<file path="src/rtl/cesa_pkg.sv">
// Shared types and carry-estimate helpers for the carry-estimating adder.
// Optional exact-result recovery is enabled with CESA_RECOVERY_EN.
package cesa_pkg;

    typedef enum logic [1:0] {
        IDLE = 2'd0,
        OUT  = 2'd1,
        FIX  = 2'd2
    } state_e;

    function automatic logic maj3(
        input logic x,
        input logic y,
        input logic z
    );
        return (x & y) | (x & z) | (y & z);
    endfunction

    // a/b hold the top four bits of the segment below, msb first
    function automatic logic est_carry(
        input logic [3:0] a,
        input logic [3:0] b
    );
        logic sel;
        sel = (a[3] ^ b[3]) & (a[2] ^ b[2]);
        return sel ? maj3(a[1], b[1], a[0] & b[0])
                   : maj3(a[3], b[3], a[2] & b[2]);
    endfunction

endpackage

</file>
<file path="src/rtl/cesa_segment.sv">
// One BLK-bit ripple slice: speculative sum, carry-out, group P/G and
// the carry estimate handed to the next segment up.
module cesa_segment
    import cesa_pkg::*;
#(
    parameter int BLK = 8
) (
    input  logic [BLK-1:0] a,
    input  logic [BLK-1:0] b,
    input  logic           cin,
    output logic [BLK-1:0] sum,
    output logic           cout,
    output logic           prop,
    output logic           gen,
    output logic           est
);

    always_comb begin : ripple
        logic c;
        logic gc;
        sum  = '0;
        c    = cin;
        gc   = 1'b0;
        for (int i = 0; i < BLK; i++) begin
            sum[i] = a[i] ^ b[i] ^ c;
            c      = (a[i] & b[i]) | ((a[i] ^ b[i]) & c);
            gc     = (a[i] & b[i]) | ((a[i] ^ b[i]) & gc);
        end
        cout = c;
        gen  = gc;
    end

    assign prop = &(a ^ b);
    assign est  = est_carry(a[BLK-1 -: 4], b[BLK-1 -: 4]);

endmodule

</file>
<file path="src/rtl/cesa_adder_pipe.sv">
// Registered carry-estimating speculative adder with valid/ready output.
// Define CESA_RECOVERY_EN to add the one-cycle exact-result FIX state.
module cesa_adder_pipe
    import cesa_pkg::*;
#(
    parameter int WIDTH = 32,
    parameter int BLK   = 8
) (
    input  logic             clk_i,
    input  logic             rst_ni,
    input  logic             in_valid_i,
    output logic             in_ready_o,
    input  logic [WIDTH-1:0] a_i,
    input  logic [WIDTH-1:0] b_i,
    input  logic             cin_i,
    output logic             out_valid_o,
    input  logic             out_ready_i,
    output logic [WIDTH-1:0] sum_o,
    output logic             cout_o,
    output logic             spec_err_o
);

    localparam int NSEG = WIDTH / BLK;

    logic [WIDTH-1:0] spec_sum;
    logic [NSEG:0]    est_c;
    logic [NSEG-1:0]  seg_co;
    logic [NSEG-1:0]  seg_p;
    logic [NSEG-1:0]  seg_g;

    assign est_c[0] = cin_i;

    for (genvar k = 0; k < NSEG; k++) begin : g_seg
        cesa_segment #(.BLK(BLK)) u_seg (
            .a    (a_i[k*BLK +: BLK]),
            .b    (b_i[k*BLK +: BLK]),
            .cin  (est_c[k]),
            .sum  (spec_sum[k*BLK +: BLK]),
            .cout (seg_co[k]),
            .prop (seg_p[k]),
            .gen  (seg_g[k]),
            .est  (est_c[k+1])
        );
    end

    state_e           state;
    state_e           cur;
    logic [WIDTH-1:0] sum_r;
    logic             cout_r;
    logic [NSEG:0]    est_r;
    logic [NSEG-1:0]  co_r;
    logic [NSEG-1:0]  p_r;
    logic [NSEG-1:0]  g_r;
    logic [NSEG:0]    exact;
    logic             mismatch;
    logic             cap;

    // A segment whose estimate held already knows its exact carry-out
    always_comb begin
        exact    = '0;
        exact[0] = est_r[0];
        for (int k = 0; k < NSEG; k++) begin
            exact[k+1] = (exact[k] == est_r[k]) ? co_r[k]
                       : (g_r[k] | (p_r[k] & exact[k]));
        end
    end

    assign mismatch = |(est_r[NSEG:1] ^ exact[NSEG:1]);

`ifdef CESA_RECOVERY_EN
    logic [WIDTH-1:0] a_r;
    logic [WIDTH-1:0] b_r;
    logic [WIDTH-1:0] fix_sum;
    logic             fixed_r;

    always_comb begin
        fix_sum = '0;
        for (int k = 0; k < NSEG; k++) begin
            fix_sum[k*BLK +: BLK] = a_r[k*BLK +: BLK]
                                  + b_r[k*BLK +: BLK]
                                  + BLK'(exact[k]);
        end
    end

    // The cycle a mismatch is first seen already counts as FIX
    assign cur = (state == OUT && mismatch && !fixed_r) ? FIX : state;
    assign out_valid_o = (cur == OUT);
    assign spec_err_o  = (cur == OUT) & fixed_r;
`else
    assign cur         = state;
    assign out_valid_o = (state == OUT);
    assign spec_err_o  = (state == OUT) & mismatch;
`endif

    assign in_ready_o = (cur == IDLE)
                      | ((cur == OUT) & out_ready_i & out_valid_o);
    assign cap    = in_valid_i & in_ready_o;
    assign sum_o  = sum_r;
    assign cout_o = cout_r;

    always_ff @(posedge clk_i) begin
        if (!rst_ni) begin
            state  <= IDLE;
            sum_r  <= '0;
            cout_r <= 1'b0;
            est_r  <= '0;
            co_r   <= '0;
            p_r    <= '0;
            g_r    <= '0;
`ifdef CESA_RECOVERY_EN
            a_r     <= '0;
            b_r     <= '0;
            fixed_r <= 1'b0;
`endif
        end else if (cap) begin
            state  <= OUT;
            sum_r  <= spec_sum;
            cout_r <= est_c[NSEG];
            est_r  <= est_c;
            co_r   <= seg_co;
            p_r    <= seg_p;
            g_r    <= seg_g;
`ifdef CESA_RECOVERY_EN
            a_r     <= a_i;
            b_r     <= b_i;
            fixed_r <= 1'b0;
`endif
        end else begin
            unique case (cur)
                IDLE: state <= IDLE;
                OUT: begin
                    if (out_ready_i) begin
                        state <= IDLE;
                    end
                end
                FIX: begin
`ifdef CESA_RECOVERY_EN
                    sum_r   <= fix_sum;
                    cout_r  <= exact[NSEG];
                    fixed_r <= 1'b1;
                    state   <= OUT;
`else
                    state   <= IDLE;
`endif
                end
                default: state <= IDLE;
            endcase
        end
    end

endmodule

</file>
<file path="config.mk">
export PLATFORM = sky130hd
export DESIGN_NAME = cesa_adder_pipe
export DESIGN_NICKNAME = d
export VERILOG_FILES = /design/src/rtl/cesa_pkg.sv /design/src/rtl/cesa_segment.sv /design/src/rtl/cesa_adder_pipe.sv
export SDC_FILE = /design/constraint.sdc
export NUM_CORES = 1
export LEC_CHECK = 0
export CORE_MARGIN = 8
export CORE_UTILIZATION = 47
export CTS_CLUSTER_DIAMETER = 80
export CTS_CLUSTER_SIZE = 28
export DETAILED_ROUTE_END_ITERATION = 6
export GPL_ROUTABILITY_DRIVEN = 0
export PLACE_DENSITY = 0.86
export SLEW_MARGIN = 20
export SYNTH_ARGS = -nofsm -noshare
export SYNTH_HDL_FRONTEND = slang
export SYNTH_SLANG_ARGS = --single-unit
export TNS_END_PERCENT = 50
</file>
<file path="constraint.sdc">
create_clock -name clk_i -period 12.8 [get_ports clk_i]
set_input_delay 1.92 -clock clk_i [delete_from_list [all_inputs] [get_ports clk_i]]
set_output_delay 1.92 -clock clk_i [all_outputs]
set_load 0.02 [all_outputs]
</file>
==> results.json <==
{
  "status": "completed",
  "crit_type": "input port to flop",
  "cts_sinks": 41,
  "setup_tns_ns": 0,
  "min_period_ns": 6.00,
  "fin_nets": 486,
  "syn-num-nets": 389,
  "syn_inst": 272,
  "crit_path_cell_trace": "clkdlybuf4s50_1 > ha_1 > o21ai_0 > nand4_1 > nand2_1 > fa_1 > inv_1 > fa_1 > fa_1 > fa_1 > fa_1 > fa_1 > fa_1 > inv_1 > fa_1 > nand2_1 > o211a_1",
  "slew_headroom_pct": 64.9,
  "worst_slew_pin_slew_ns": 0.527,
  "period_share_pct": 46.9,
  "cp_common_cell": "fa_1",
  "drt-total-wl_microns": 6620,
  "via_count": 2130,
  "areaGrowthSynthToFinish_pct": 44.1,
  "post-place-cells": 434,
  "final_max_slew_viol_count": 0,
  "drive_above_1_share_pct": 2.97,
  "grt_pass1_wl_microns": 10900,
  "die_height_microns": 91.1,
  "required_ns": 13.04,
  "die_w_microns": 91.1,
  "cts-hold-fix-buffers": 0,
  "clock_latency_ns": 0.29,
  "whs_path_depth": 2,
  "slowest_stage": "clkdlybuf4s50_1",
  "pre_cts_ws_ns": 6.49,
  "cp_max_fo": 2,
  "rr_startpoint": "cur[0]",
  "rr_endpoint": "co_r[2]",
  "dieArea_sq_um": 8300,
  "setup_slack_ns": 6.80,
  "portBuffers": 104,
  "grt.total_usage_pct": 16.3,
  "slowest_delay_ns": 0.46,
  "fmax_mhz": 167,
  "instances_no_fill": 442,
  "numCtsBuffers": 5,
  "synthTopCellsByArea": "dfxtp_1 31%, fa_1 24%, nand2_1 10%",
  "antenna_found_initial": 0,
  "fp.coreArea_sq_um": 5470,
  "grt_pass1_vias": 2217,
  "r2r_cells": 4,
  "cts_setup_buffers": 0,
  "dp.final_hpwl_microns": 5340,
  "power_density_nw_per_um2": 98.4,
  "synth_top_area_share_pct": 30.9,
  "rows": 27,
  "p_leak_uw": 0.00169,
  "avgViaCountPerCell": 4.82,
  "ys_seq_area_share_pct": 30.9,
  "clk_pin_slew_worst_paths_ns": 0.08,
  "rsz0062_at_grt": "no",
  "drt_iter0_markers": 51,
  "avgSynthCellArea_sq_um": 9.75,
  "dr.pass1.iters": 4,
  "postCtsResizedCells": 0,
  "cp-end-kind": "flop",
  "worst_clock_skew_ns": 0.00314,
  "power_uw": 376,
  "drc": 0,
  "start_util_pct": 48.5,
  "crit_arrival_ns": 6.24,
  "syn_area_sq_um": 2650,
  "yosys_warnings": 0,
  "grt_start_max_net_pins": 52,
  "synth_top_cell_by_area": "dfxtp_1",
  "hold_end": "sum_o[4]",
  "overflow": 0,
  "min_path_type": "flop to flop",
  "root_buffer": "clkbuf_8",
  "antennaDiodeCount": 0,
  "finalHoldViolCount": 0,
  "hold_start": "sum_o[4]",
  "cts_buffer_depth": 2,
  "wl_per_cell_microns": 15.0,
  "startpoint_type": "input port",
  "io_pins": 105,
  "rrSetupSlack_ns": 11.40,
  "ant_nets": 0,
  "whs_ns": 0.464,
  "setup_viol_count_final": 0,
  "h-tree-depth": 2,
  "maxCapViolCount": 0,
  "synth-seq-cells": 41,
  "ir_worst_vdd_uv": 57.6,
  "synth_cell_types": 24,
  "cts_tree": "done"
}
==> cells by family (layout without fill, tap and decap cells) <==
| group | Yosys count | after routing | share of synthesized area, % |
|---|---|---|---|
| AOI/OAI and AO/OA | 52 | 52 | 15.3 |
| xor gates and xnor gates | 4 | 4 | 1.32 |
| adders and majority gates | 48 | 48 | 31.7 |
| buffers and inverters | 43 | 141 | 7.17 |
| DFF | 41 | 41 | 30.9 |
| and+or+nand+nor | 84 | 84 | 13.5 |
==> placed cells by master (no fill, tap or decap) <==
master	count
nand4b_1	1
clkdlybuf4s50_1	104
o21ai_0	7
clkbuf_8	6
dfxtp_1	41
o21a_1	1
inv_1	28
o211a_1	12
a221o_1	1
ha_1	16
nand4_1	2
nand3_1	3
fa_1	32
nand2b_4	1
xor2_1	4
a21boi_0	29
o41a_1	1
a21oi_1	1
clkbuf_1	1
nand2_4	1
and2_4	1
bufinv_16	1
nor2_1	2
nand2_1	71
nand3b_1	2
buf_4	1
==> worst max-delay path: cells and delay by family <==
kind	cells	cell delay, ns
AOI/OAI and AO/OA	2	0.22
adders and majority gates	9	3.13
buffers and inverters	3	0.62
and+or+nand+nor	3	0.33
==> registers in the layout, indices dropped and copies added, names as in the netlist <==
| signal | count |
|---|---|
| co_r | 4 |
| cout_o | 1 |
| cur | 1 |
| est_r | 3 |
| sum_o | 32 |
==> stage by stage <==
step	cell area [sq um]	utilization [%]
6_report	3820	69.8
5_1_grt	3820	69.8
4_1_cts	3820	69.8
3_5_place_dp	3710	67.7
3_3_place_gp	3710	67.7
2_1_floorplan	2650	-
==> synthesized netlist by cell type <==
master	number
inv_1	28
fa_1	32
nand2b_4	1
nand3_1	3
nand4b_1	1
xor2_1	4
a21boi_0	29
nand3b_1	2
dfxtp_1	41
a21oi_1	1
o211a_1	12
buf_2	5
nand4_1	2
clkbuf_1	7
o21a_1	1
o41a_1	1
ha_1	16
nor2_1	2
nand2_4	1
a221o_1	1
nand2_1	71
buf_6	3
o21ai_0	7
and2_4	1
==> where the power goes <==
part	switching, uW	total [uW]	internal (uW)
clock	43.5	107	63.6
sequential	6.80	147	140
combinational	59.3	122	62.9
==> layer usage <==
layer,vias to the layer above,GRT usage [%],routed length [microns]
li1,1064,-,-
met1,995,18.7,2800
met2,66,28.1,3270
met3,5,6.42,502
met4,0,2.86,42
met5,-,0,0
==> worst max-delay path by stage <==
| stage | depth (start not counted) | to | slack [ns] | start |
|---|---|---|---|---|
| 6_report | 17 | sum_o[23] | 6.80 | a_i[12] |
| 5_1_grt | 17 | sum_o[23] | 6.59 | a_i[14] |
| 4_1_cts | 17 | sum_o[23] | 6.78 | a_i[12] |
| 3_5_place_dp | 17 | sum_o[23] | 6.49 | a_i[12] |
| 3_3_place_gp | 17 | sum_o[23] | 6.55 | a_i[14] |
| 2_1_floorplan | 16 | sum_o[15] | 7.17 | a_i[7] |
==> layout make-up <==
class                   instances  area (sq um)
inverters                      28           105
well taps                      72          90.1
clock inverters                 1          30.0
fillers                       436          1650
clock buffers                   7          86.3
flip-flops and latches         41           821
repair buffers                105          1050
multi-input cells             188          1640
Note: power is estimated with default switching activity, not from simulation.
